`config.mk`:
```
export PLATFORM = sky130hd
export DESIGN_NAME = mfp_seven_segment_scanner
export DESIGN_NICKNAME = d
export VERILOG_FILES = /design/src/rtl/mfp_seven_segment_scanner_pkg.sv /design/src/rtl/mfp_seven_segment_scanner_hex.sv /design/src/rtl/mfp_seven_segment_scanner.sv
export SDC_FILE = /design/constraint.sdc
export NUM_CORES = 1
export LEC_CHECK = 0
export BUFFER_PORTS_ARGS = -buffer_cell sky130_fd_sc_hd__buf_2
export CAP_MARGIN = 10
export CORE_MARGIN = 5
export CORE_UTILIZATION = 50
export DETAILED_ROUTE_END_ITERATION = 12
export HOLD_SLACK_MARGIN = 0.1
export MAX_ROUTING_LAYER = met4
export PLACE_DENSITY = 0.78
export RECOVER_POWER = 25
export SKIP_LAST_GASP = 1
export SLEW_MARGIN = 20
export SYNTH_ARGS = -nofsm -noshare
export SYNTH_HDL_FRONTEND = slang
export SYNTH_HIERARCHICAL = 1
export SYNTH_SLANG_ARGS = --single-unit
```
`constraint.sdc`:
```
create_clock -name HCLK -period 6.5 [get_ports HCLK]
set_clock_uncertainty 0.15 [all_clocks]
set_input_delay 1.95 -clock HCLK [delete_from_list [all_inputs] [get_ports HCLK]]
set_output_delay 1.95 -clock HCLK [all_outputs]
set_load 0.005 [all_outputs]
```
`src/rtl/mfp_seven_segment_scanner_pkg.sv`:
```
// Shared 7-segment configuration: hex word width, segment bit order,
// active-high gfedcba glyph codes and the scanner state encoding.
package mfp_seven_segment_scanner_pkg;

  localparam int MFP_7_SEGMENT_HEX_WIDTH = 32;

  localparam int SEG_A = 0;
  localparam int SEG_B = 1;
  localparam int SEG_C = 2;
  localparam int SEG_D = 3;
  localparam int SEG_E = 4;
  localparam int SEG_F = 5;
  localparam int SEG_G = 6;

  localparam logic [6:0] SEG_CODE_0 = 7'h3F;
  localparam logic [6:0] SEG_CODE_1 = 7'h06;
  localparam logic [6:0] SEG_CODE_2 = 7'h5B;
  localparam logic [6:0] SEG_CODE_3 = 7'h4F;
  localparam logic [6:0] SEG_CODE_4 = 7'h66;
  localparam logic [6:0] SEG_CODE_5 = 7'h6D;
  localparam logic [6:0] SEG_CODE_6 = 7'h7D;
  localparam logic [6:0] SEG_CODE_7 = 7'h07;
  localparam logic [6:0] SEG_CODE_8 = 7'h7F;
  localparam logic [6:0] SEG_CODE_9 = 7'h6F;
  localparam logic [6:0] SEG_CODE_A = 7'h77;
  localparam logic [6:0] SEG_CODE_B = 7'h7C;
  localparam logic [6:0] SEG_CODE_C = 7'h39;
  localparam logic [6:0] SEG_CODE_D = 7'h5E;
  localparam logic [6:0] SEG_CODE_E = 7'h79;
  localparam logic [6:0] SEG_CODE_F = 7'h71;

  typedef enum logic {
    ST_BLANK = 1'b0,
    ST_DRIVE = 1'b1
  } scan_state_t;

endpackage

```
`src/rtl/mfp_seven_segment_scanner_hex.sv`:
```
// Combinational nibble to active-high gfedcba decoder; polarity is applied
// by the caller.
module mfp_hex_to_seven_segment
  import mfp_seven_segment_scanner_pkg::*;
(
  input  logic [3:0] hex,
  output logic [6:0] seg
);

  always_comb begin
    seg = '0;
    case (hex)
      4'h0: seg = SEG_CODE_0;
      4'h1: seg = SEG_CODE_1;
      4'h2: seg = SEG_CODE_2;
      4'h3: seg = SEG_CODE_3;
      4'h4: seg = SEG_CODE_4;
      4'h5: seg = SEG_CODE_5;
      4'h6: seg = SEG_CODE_6;
      4'h7: seg = SEG_CODE_7;
      4'h8: seg = SEG_CODE_8;
      4'h9: seg = SEG_CODE_9;
      4'hA: seg = SEG_CODE_A;
      4'hB: seg = SEG_CODE_B;
      4'hC: seg = SEG_CODE_C;
      4'hD: seg = SEG_CODE_D;
      4'hE: seg = SEG_CODE_E;
      4'hF: seg = SEG_CODE_F;
      default: seg = '0;
    endcase
  end

endmodule

```
`src/rtl/mfp_seven_segment_scanner.sv`:
```
// Time-multiplexed common-anode 7-segment scanner: latches a whole frame at
// frame boundaries and blanks all anodes at the start of every digit slot.
module mfp_seven_segment_scanner
  import mfp_seven_segment_scanner_pkg::*;
#(
  parameter int N_DIGITS         = 8,
  parameter int SCAN_DIV_W       = 16,
  parameter int BLANK_CYCLES     = 4,
  parameter int ANODE_ACTIVE_LOW = 1,
  parameter int SEG_ACTIVE_LOW   = 1
) (
  input  logic                    HCLK,
  input  logic                    HRESETn,
  input  logic [4*N_DIGITS-1:0]   hex_value,
  input  logic [N_DIGITS-1:0]     digit_enable,
  input  logic [N_DIGITS-1:0]     dot,
  output logic [N_DIGITS-1:0]     anodes,
  output logic [6:0]              segments,
  output logic                    dp
);

  localparam int IDX_W = (N_DIGITS > 1) ? $clog2(N_DIGITS) : 1;
  localparam logic [IDX_W-1:0]      IDX_LAST   = IDX_W'(N_DIGITS - 1);
  localparam logic [SCAN_DIV_W-1:0] BLANK_LAST = SCAN_DIV_W'(BLANK_CYCLES - 1);
  localparam logic [N_DIGITS-1:0]   ANODE_OFF  = (ANODE_ACTIVE_LOW != 0) ? '1 : '0;
  localparam logic [6:0]            SEG_OFF    = (SEG_ACTIVE_LOW != 0) ? 7'h7F : 7'h00;
  localparam logic                  DP_OFF     = (SEG_ACTIVE_LOW != 0);

  logic [SCAN_DIV_W-1:0]        divider;
  logic [IDX_W-1:0]             index;
  logic                         tick;
  logic                         first_flag;
  logic                         frame_load;
  logic [N_DIGITS-1:0][3:0]     frame_hex;
  logic [N_DIGITS-1:0]          frame_en;
  logic [N_DIGITS-1:0]          frame_dot;

  scan_state_t                  state, state_nxt;
  logic [SCAN_DIV_W-1:0]        blank_cnt, blank_cnt_nxt;

  logic [6:0]                   seg_raw;
  logic [6:0]                   seg_pol;
  logic                         dp_pol;
  logic [N_DIGITS-1:0]          anode_on;

  assign tick       = &divider;
  assign frame_load = first_flag || (tick && (index == IDX_LAST));

  always_ff @(posedge HCLK or negedge HRESETn) begin
    if (!HRESETn) begin
      divider <= '0;
      index   <= '0;
    end else begin
      divider <= divider + 1'b1;
      if (tick) index <= (index == IDX_LAST) ? '0 : index + 1'b1;
    end
  end

  // Whole frame captured at once so a CPU write never splits a scan.
  always_ff @(posedge HCLK or negedge HRESETn) begin
    if (!HRESETn) begin
      first_flag <= 1'b1;
      frame_hex  <= '0;
      frame_en   <= '0;
      frame_dot  <= '0;
    end else begin
      first_flag <= 1'b0;
      if (frame_load) begin
        frame_hex <= hex_value;
        frame_en  <= digit_enable;
        frame_dot <= dot;
      end
    end
  end

  always_ff @(posedge HCLK or negedge HRESETn) begin
    if (!HRESETn) begin
      state     <= ST_BLANK;
      blank_cnt <= '0;
    end else begin
      state     <= state_nxt;
      blank_cnt <= blank_cnt_nxt;
    end
  end

  // Slot tick wins over the blank-to-drive step.
  always_comb begin
    state_nxt     = state;
    blank_cnt_nxt = blank_cnt;
    if (tick) begin
      state_nxt     = ST_BLANK;
      blank_cnt_nxt = '0;
    end else begin
      case (state)
        ST_BLANK: begin
          if (blank_cnt == BLANK_LAST) state_nxt = ST_DRIVE;
          else                         blank_cnt_nxt = blank_cnt + 1'b1;
        end
        ST_DRIVE: state_nxt = ST_DRIVE;
        default:  state_nxt = ST_BLANK;
      endcase
    end
  end

  mfp_hex_to_seven_segment u_dec (
    .hex (frame_hex[index]),
    .seg (seg_raw)
  );

  always_comb begin
    anode_on        = '0;
    anode_on[index] = 1'b1;
    if (ANODE_ACTIVE_LOW != 0) anode_on = ~anode_on;
    seg_pol = (SEG_ACTIVE_LOW != 0) ? ~seg_raw : seg_raw;
    dp_pol  = (SEG_ACTIVE_LOW != 0) ? ~frame_dot[index] : frame_dot[index];
  end

  // Segments settle during the blank window and are frozen while lit.
  always_ff @(posedge HCLK or negedge HRESETn) begin
    if (!HRESETn) begin
      anodes   <= ANODE_OFF;
      segments <= SEG_OFF;
      dp       <= DP_OFF;
    end else if (state == ST_BLANK) begin
      anodes   <= ANODE_OFF;
      segments <= seg_pol;
      dp       <= dp_pol;
    end else begin
      anodes   <= frame_en[index] ? anode_on : ANODE_OFF;
    end
  end

endmodule
```
==> results of run 1 <==
-- power groups by stage --
stage	Combinational (mW)	Clock [mW]	Sequential, mW
floorplan	0.0892	0	0.699
global placement	0.132	0	0.703
detailed placement	0.136	0	0.705
CTS	0.136	0.432	0.694
global route	0.149	0.459	0.699
finish	0.134	0.424	0.693
-- kinds of logic (layout without fill, tap and decap cells) --
| logic type | count (synthesis) | in the layout | share of synthesized area (%) |
|---|---|---|---|
| AOI/OAI and AO/OA | 23 | 23 | 3.071 |
| buffers and inverters | 25 | 90 | 2.756 |
| xor gates and xnor gates | 26 | 26 | 4.777 |
| DFF | 101 | 101 | 53.46 |
| other | 1 | 1 | 0.07866 |
| muxes | 69 | 69 | 20.50 |
| and+or+nand+nor | 110 | 110 | 12.47 |
| adders and majority gates | 11 | 11 | 2.887 |
-- area by class of cell --
cell class / instances / area, um^2
Timing Repair Buffer: 68 / 342.8
Fill cell: 747 / 3902
Sequential cell: 101 / 2549
Clock inverter: 7 / 91.34
Clock buffer: 9 / 123.9
Inverter: 6 / 22.52
Multi-Input combinational cell: 240 / 2091
Tap cell: 129 / 161.4
-- worst max-delay path by stage --
stage	start	end	slack (ns)	cells past startpoint
floorplan	index[0]	segments[3]	3.63	9
global placement	HRESETn	frame_en[6]	3.24	2
detailed placement	HRESETn	frame_en[2]	3.19	2
CTS	index[0]	segments[3]	3.33	7
global route	HRESETn	frame_en[6]	2.08	2
finish	HRESETn	frame_en[2]	2.59	2
-- registers in the layout (all words and copies together) (netlist names) --
name	flops
frame_hex	32
blank_cnt	16
divider	16
anodes	8
frame_dot	8
frame_en	8
segments	7
index	3
dp	1
first_flag	1
state	1
-- per-stage QoR --
| step | total power, mW | cell area [um^2] |
|---|---|---|
| global route | 1.307 | 5381 |
| detailed placement | 0.8411 | 5181 |
| finish | 1.251 | 5381 |
| global placement | 0.8344 | 5181 |
| floorplan | 0.7884 | 4767 |
| CTS | 1.262 | 5396 |
-- synth_stat cells, types with 4 or more instances --
master / count
dfrtp_1: 84
mux2_2: 36
nand2_1: 24
mux2_4: 20
nor2_1: 18
dfstp_2: 17
xor2_1: 17
nand3_1: 15
nand4_1: 15
ha_1: 11
mux4_2: 10
o21ai_0: 10
xnor2_1: 9
clkbuf_1: 8
a21oi_1: 6
buf_2: 6
inv_1: 6
and4_1: 5
nor4_1: 5
and3_1: 4
buf_6: 4
nor2b_1: 4
nor3_1: 4
-- metal layers --
| metal | vias up | share of wire (%) | GRT usage, % |
|---|---|---|---|
| li1 | 1427 | - | - |
| met1 | 1480 | 46 | 22.82 |
| met2 | 76 | 49 | 25.31 |
| met3 | 7 | 3.4 | 2.699 |
| met4 | 0 | 1.3 | 5.320 |
| met5 | - | 0 | - |
==> metrics.md, run 1 <==
| Metric | Value |
|---|---|
| Num rows | `35` |
| Fin worst setup slack | `2.591 ns` |
| Slowest Stage Delay on Critical Path | `1.32 ns` |
| Worst-path clk slew | `0.10 ns` |
| Switching Share | `25.00%` |
| Vias | `around 3k` |
| HP Class | `register to register` |
| Post-DP HPWL | `approximately 6300 um` |
| CP cell instances | `clkbuf_1 > buf_4` |
| Antenna violations before repair | `0` |
| Routed WL | `slightly below 9000 um` |
| Post-route ant nets | `0` |
| Worst R2R Path Depth | `7` |
| Area growth, synth to finish | `12.89%` |
| Top cell family by delay on the critical path | `buffers and inverters` |
| Reg2reg setup slack | `3.37 ns` |
| Netlist Area Pre-Place | `4767 um^2` |
| Diodes inserted | `0` |
| Top cells by area, synth | `dfrtp_1 (44%), dfstp_2 (9.4%), mux2_2 (8.5%)` |
| Initial DRC Count | `194` |
| Final Setup Violations | `0` |
| TritonCTS clock tree | `done` |
| Max Clock Freq | `255.8 MHz` |
| Vias in the first global route | `between 3k and 4k` |
| Avg Cell Area, Syn | `13.02 um^2` |
| IO buf count | `65` |
| Total gr overflow | `0` |
| Clk root buf | `clkbuf_8` |
| Ys flop type | `dfrtp_1` |
| Vias/cell | `roughly 5.3` |
| Hold Buf Count CTS | `0` |
| Hold path cells | `1` |
| Resized Gates After CTS | `0` |
| Largest area contributor in the netlist | `dfrtp_1` |
| WHS Endpoint | `anodes[1]` |
| Leakage power total | `2.439 nW` |
| Inserted Clock Buffers | `9` |
| Final Core Density | `57.97%` |
| Worst-Margin Slew | `1.874 ns` |
| Fin nets | `487` |
| P_sw | `around 0.31 mW` |
| WL per Instance | `between 15 and 20 um` |
| Post-route setup TNS | `0 ns` |
| R2R Path Start | `index[0]` |
| Post-synthesis cell type count | `46` |
| Global-route usage over all layers | `16.56%` |
| Slowest library cell on the worst path | `clkbuf_1` |
| Data required, critical path | `6.75 ns` |
| Startpoint types | `input pin` |
| Crit Path Class | `input pin to asynchronous set/reset pin` |
| Ys Warns | `6` |
| Ports | `66` |
| Clock Latency Late Sink | `0.37 ns` |
| Die height | `107.6 um` |
| Failing checks | `max-capacitance violations, max-slew violations` |
| Seq pwr share | `55.4%` |
| CTS sink count | `101` |
| RR Endpoint | `segments[3]` |
| Max cap viols | `1` |
| Worst setup EP type | `asynchronous set/reset pin` |
| Synth Instances | `366` |
| Hold slack | `0.2631 ns` |
| Post-CTS setup buffers | `0` |
| Layout Cells excl Fill | `560` |
| RSZ-0062 raised after global routing | `no` |
| EDFF count, synth | `0` |
| Die area | `approximately 12000 um^2` |
| Crit path time final | `3.909 ns` |
| CP bufs+invs | `2` |
| Internal power | `0.9383 mW` |
| Clock network power share | `between 30% and 40%` |
| Fin. Hold Viols | `0` |
| Crit Path Max Fanout | `67` |
| Logic pwr share | `10.7%` |
| Pre-CTS setup slack | `3.187 ns` |
| Cell Count Post-Placement | `544` |
| Syn Nets | `427` |
| Drt pass-1 iters | `4` |
| H-tree levels | `3` |
| Global-route wire length before repair | `14910 um` |
| DIE WIDTH | `107.6 um` |
| Commonest non-fill, non-tap cell in the layout | `dfrtp_1` |
| Commonest cells after routing, fill and taps aside | `dfrtp_1 (84), buf_2 (64), mux2_2 (36)` |
| Starting Density | `51.35%` |
| Drc violations | `0` |
| Worst path arrival time | `4.16 ns` |
| RePlAce Congestion | `0.7617` |
| Largest net degree at the start of global routing | `68` |
| Status | `finished, violations left` |
| Post-synth ARST share | `100.0%` |
| Max Root-Sink Buffers | `2` |
| Slew Limit Headroom | `-24.91%` |
| Peak supply drop | `0.1352 mV` |
| Core Area | `9284 um^2` |
| Synth Register Bits | `101` |
| Worst hold start | `frame_en[1]` |
| Final Max Tran Viols | `36` |
| Post-synthesis sequential area ratio | `a little over half` |
| Final Cycle Share | `60.14%` |
| Share of layout cells above drive strength 1 | `38.98%` |
| Pwr dens | `approximately 230 nW/um^2` |
| Share of the synthesized area in the top cell type | `44.09%` |
(Power assumes the default switching activity.)
==> inputs of run 2 (changes only) <==
Settings changed: PLACE_DENSITY 0.78 to 0.81.
Clock period 6.5 ns to 3.55 ns, I/O delays scaled along.
==> metrics.md, run 2 (synthesized netlist as in run 1, its figures left out) <==
| Metric | Value |
|---|---|
| Crit Path Class | `register to register` |
| Vias/cell | `5.342 (about the same)` |
| Leakage power total | `2.454 nW (+0.61%)` |
| Max Root-Sink Buffers | `2 (unchanged)` |
| Clk root buf | `clkbuf_8` |
| Num rows | `35 (unchanged)` |
| Diodes inserted | `0 (unchanged)` |
| CTS sink count | `101 (unchanged)` |
| RePlAce Congestion | `0.8352 (+9.6%)` |
| Final Core Density | `58.11% (+0.15 points)` |
| Global-route wire length before repair | `14410 um (-3.4%)` |
| Hold slack | `0.2849 ns (+0.02174 ns)` |
| Vias | `2997 (+0.23%)` |
| Worst hold start | `frame_en[1]` |
| Worst setup EP type | `register` |
| Slowest Stage Delay on Critical Path | `0.79 ns (-0.53 ns)` |
| Commonest cells after routing, fill and taps aside | `dfrtp_1 (84), buf_2 (64), mux2_2 (36)` |
| Largest registers | `frame_hex: 32 flops, blank_cnt: 16 flops, divider: 16 flops` |
| Top cell family by delay on the critical path | `multiplexers` |
| R2R Path Start | `index[2]` |
| Slew Limit Headroom | `20.09% (+45 points)` |
| Cell Count Post-Placement | `545 (+0.18%)` |
| Max FFs per register | `32 (unchanged)` |
| Resized Gates After CTS | `0 (unchanged)` |
| Global-route usage over all layers | `15.97% (-0.59 points)` |
| Die height | `107.6 um (unchanged)` |
| CP bufs+invs | `2 (unchanged)` |
| Total gr overflow | `0 (unchanged)` |
| Largest net degree at the start of global routing | `53 (-22%)` |
| Fin. Hold Viols | `0 (unchanged)` |
| TritonCTS clock tree | `done` |
| H-tree levels | `3 (unchanged)` |
| Crit path time final | `2.853 ns` |
| IO buf count | `65 (unchanged)` |
| Starting Density | `51.35% (unchanged)` |
| Max Clock Freq | `350.5 MHz` |
| Commonest non-fill, non-tap cell in the layout | `dfrtp_1` |
| Layout Cells excl Fill | `561 (+0.18%)` |
| Crit Path Max Fanout | `17 (-75%)` |
| Fin nets | `488 (+0.21%)` |
| Core Area | `9284 um^2 (unchanged)` |
| RSZ-0062 raised after global routing | `no` |
| Reg2reg setup slack | `0.70 ns (-2.67 ns)` |
| Clock Latency Late Sink | `0.37 ns (about the same)` |
| Share of layout cells above drive strength 1 | `39.81% (+0.84 points)` |
| Post-route setup TNS | `0 ns (unchanged)` |
| Worst path arrival time | `2.99 ns (-1.17 ns)` |
| Final Cycle Share | `about 80%` |
| HP Class | `register to register` |
| Startpoint types | `register` |
| Antenna violations before repair | `0 (unchanged)` |
| Slowest library cell on the worst path | `dfrtp_1` |
| WL per Instance | `15.55 um (-1.6%)` |
| CP cell instances | `mux4_2 > mux2_2 > inv_1 > ha_1 > inv_1 > mux4_1 > o21ai_0` |
| Post-DP HPWL | `6292 um (+0.47%)` |
| Worst-Margin Slew | `1.199 ns (-0.6749 ns)` |
| Post-CTS setup buffers | `0 (unchanged)` |
| Initial DRC Count | `156 (-20%)` |
| Area growth, synth to finish | `13.18%` |
| Hold Buf Count CTS | `0 (unchanged)` |
| CP dominant cell by count | `inv_1` |
| Peak supply drop | `0.2968 mV (+120%)` |
| DIE WIDTH | `107.6 um (unchanged)` |
| Pwr dens | `414.3 nW/um^2 (+78%)` |
| Routed WL | `8726 um (-1.4%)` |
| Die area | `11590 um^2 (unchanged)` |
| Drt pass-1 iters | `4 (unchanged)` |
| Biggest register | `frame_hex` |
| Worst-path clk slew | `0.10 ns (about the same)` |
| Inserted Clock Buffers | `9 (unchanged)` |
| Max cap viols | `0 (-1)` |
| Status | `complete, no violations` |
| Final Setup Violations | `0 (unchanged)` |
| Data required, critical path | `3.68 ns (-3.07 ns)` |
| CP startpoint | `index[2]` |
| Vias in the first global route | `3079 (-0.29%)` |
| Final Max Tran Viols | `0 (-100%)` |
| Drc violations | `0 (unchanged)` |
| Post-route ant nets | `0 (unchanged)` |
| Ports | `66 (unchanged)` |
[run 2: changes by cell type in the layout (fill, tap and decap cells not counted), sizes merged]
cell	before	now
inv	10	9
buf	66	68
bufinv	1	0
clkbuf	11	10
clkinv	1	4
clkinvlp	1	0
[run 2: worst paths after layout]
check,depth (start not counted),to
worst max-delay path,7,segments[3]
worst min-delay path,1,anodes[1]
worst max register to register,7,segments[3]
worst min register to register,1,anodes[1]
max in group asynchronous,2,segments[1]
min in group asynchronous,1,frame_en[5]
[run 2: final cells by class]
class	count	area, um^2
fillers	730	3889
inverters	6	22.52
clock inverters	7	77.57
well taps	129	161.4
multi-input cells	240	2093
repair buffers	69	367.9
flip-flops and latches	101	2549
clock buffers	9	123.9
[run 2: per-stage QoR]
step / setup WS [ns] / instance area [um^2] / total power [mW]
6_report: 0.6971 / 5395 / 2.235
5_1_grt: 0.5365 / 5395 / 2.337
4_1_cts: 0.6750 / 5403 / 2.262
3_5_place_dp: 0.6859 / 5201 / 1.545
3_3_place_gp: 0.8312 / 5201 / 1.531
2_1_floorplan: 0.6831 / 4767 / 1.444
[run 2: power breakdown]
group,switching [mW],internal [mW]
clock network,0.436,0.279
registers,0.0399,1.23
logic,0.104,0.144
[run 2: per-layer routing]
metal	share of wire (%)	vias to the layer above	global-route usage, %
li1	-	1436	-
met1	46	1488	21.31
met2	49	62	25.04
met3	3.8	11	2.999
met4	1.1	0	4.869
met5	0	-	-
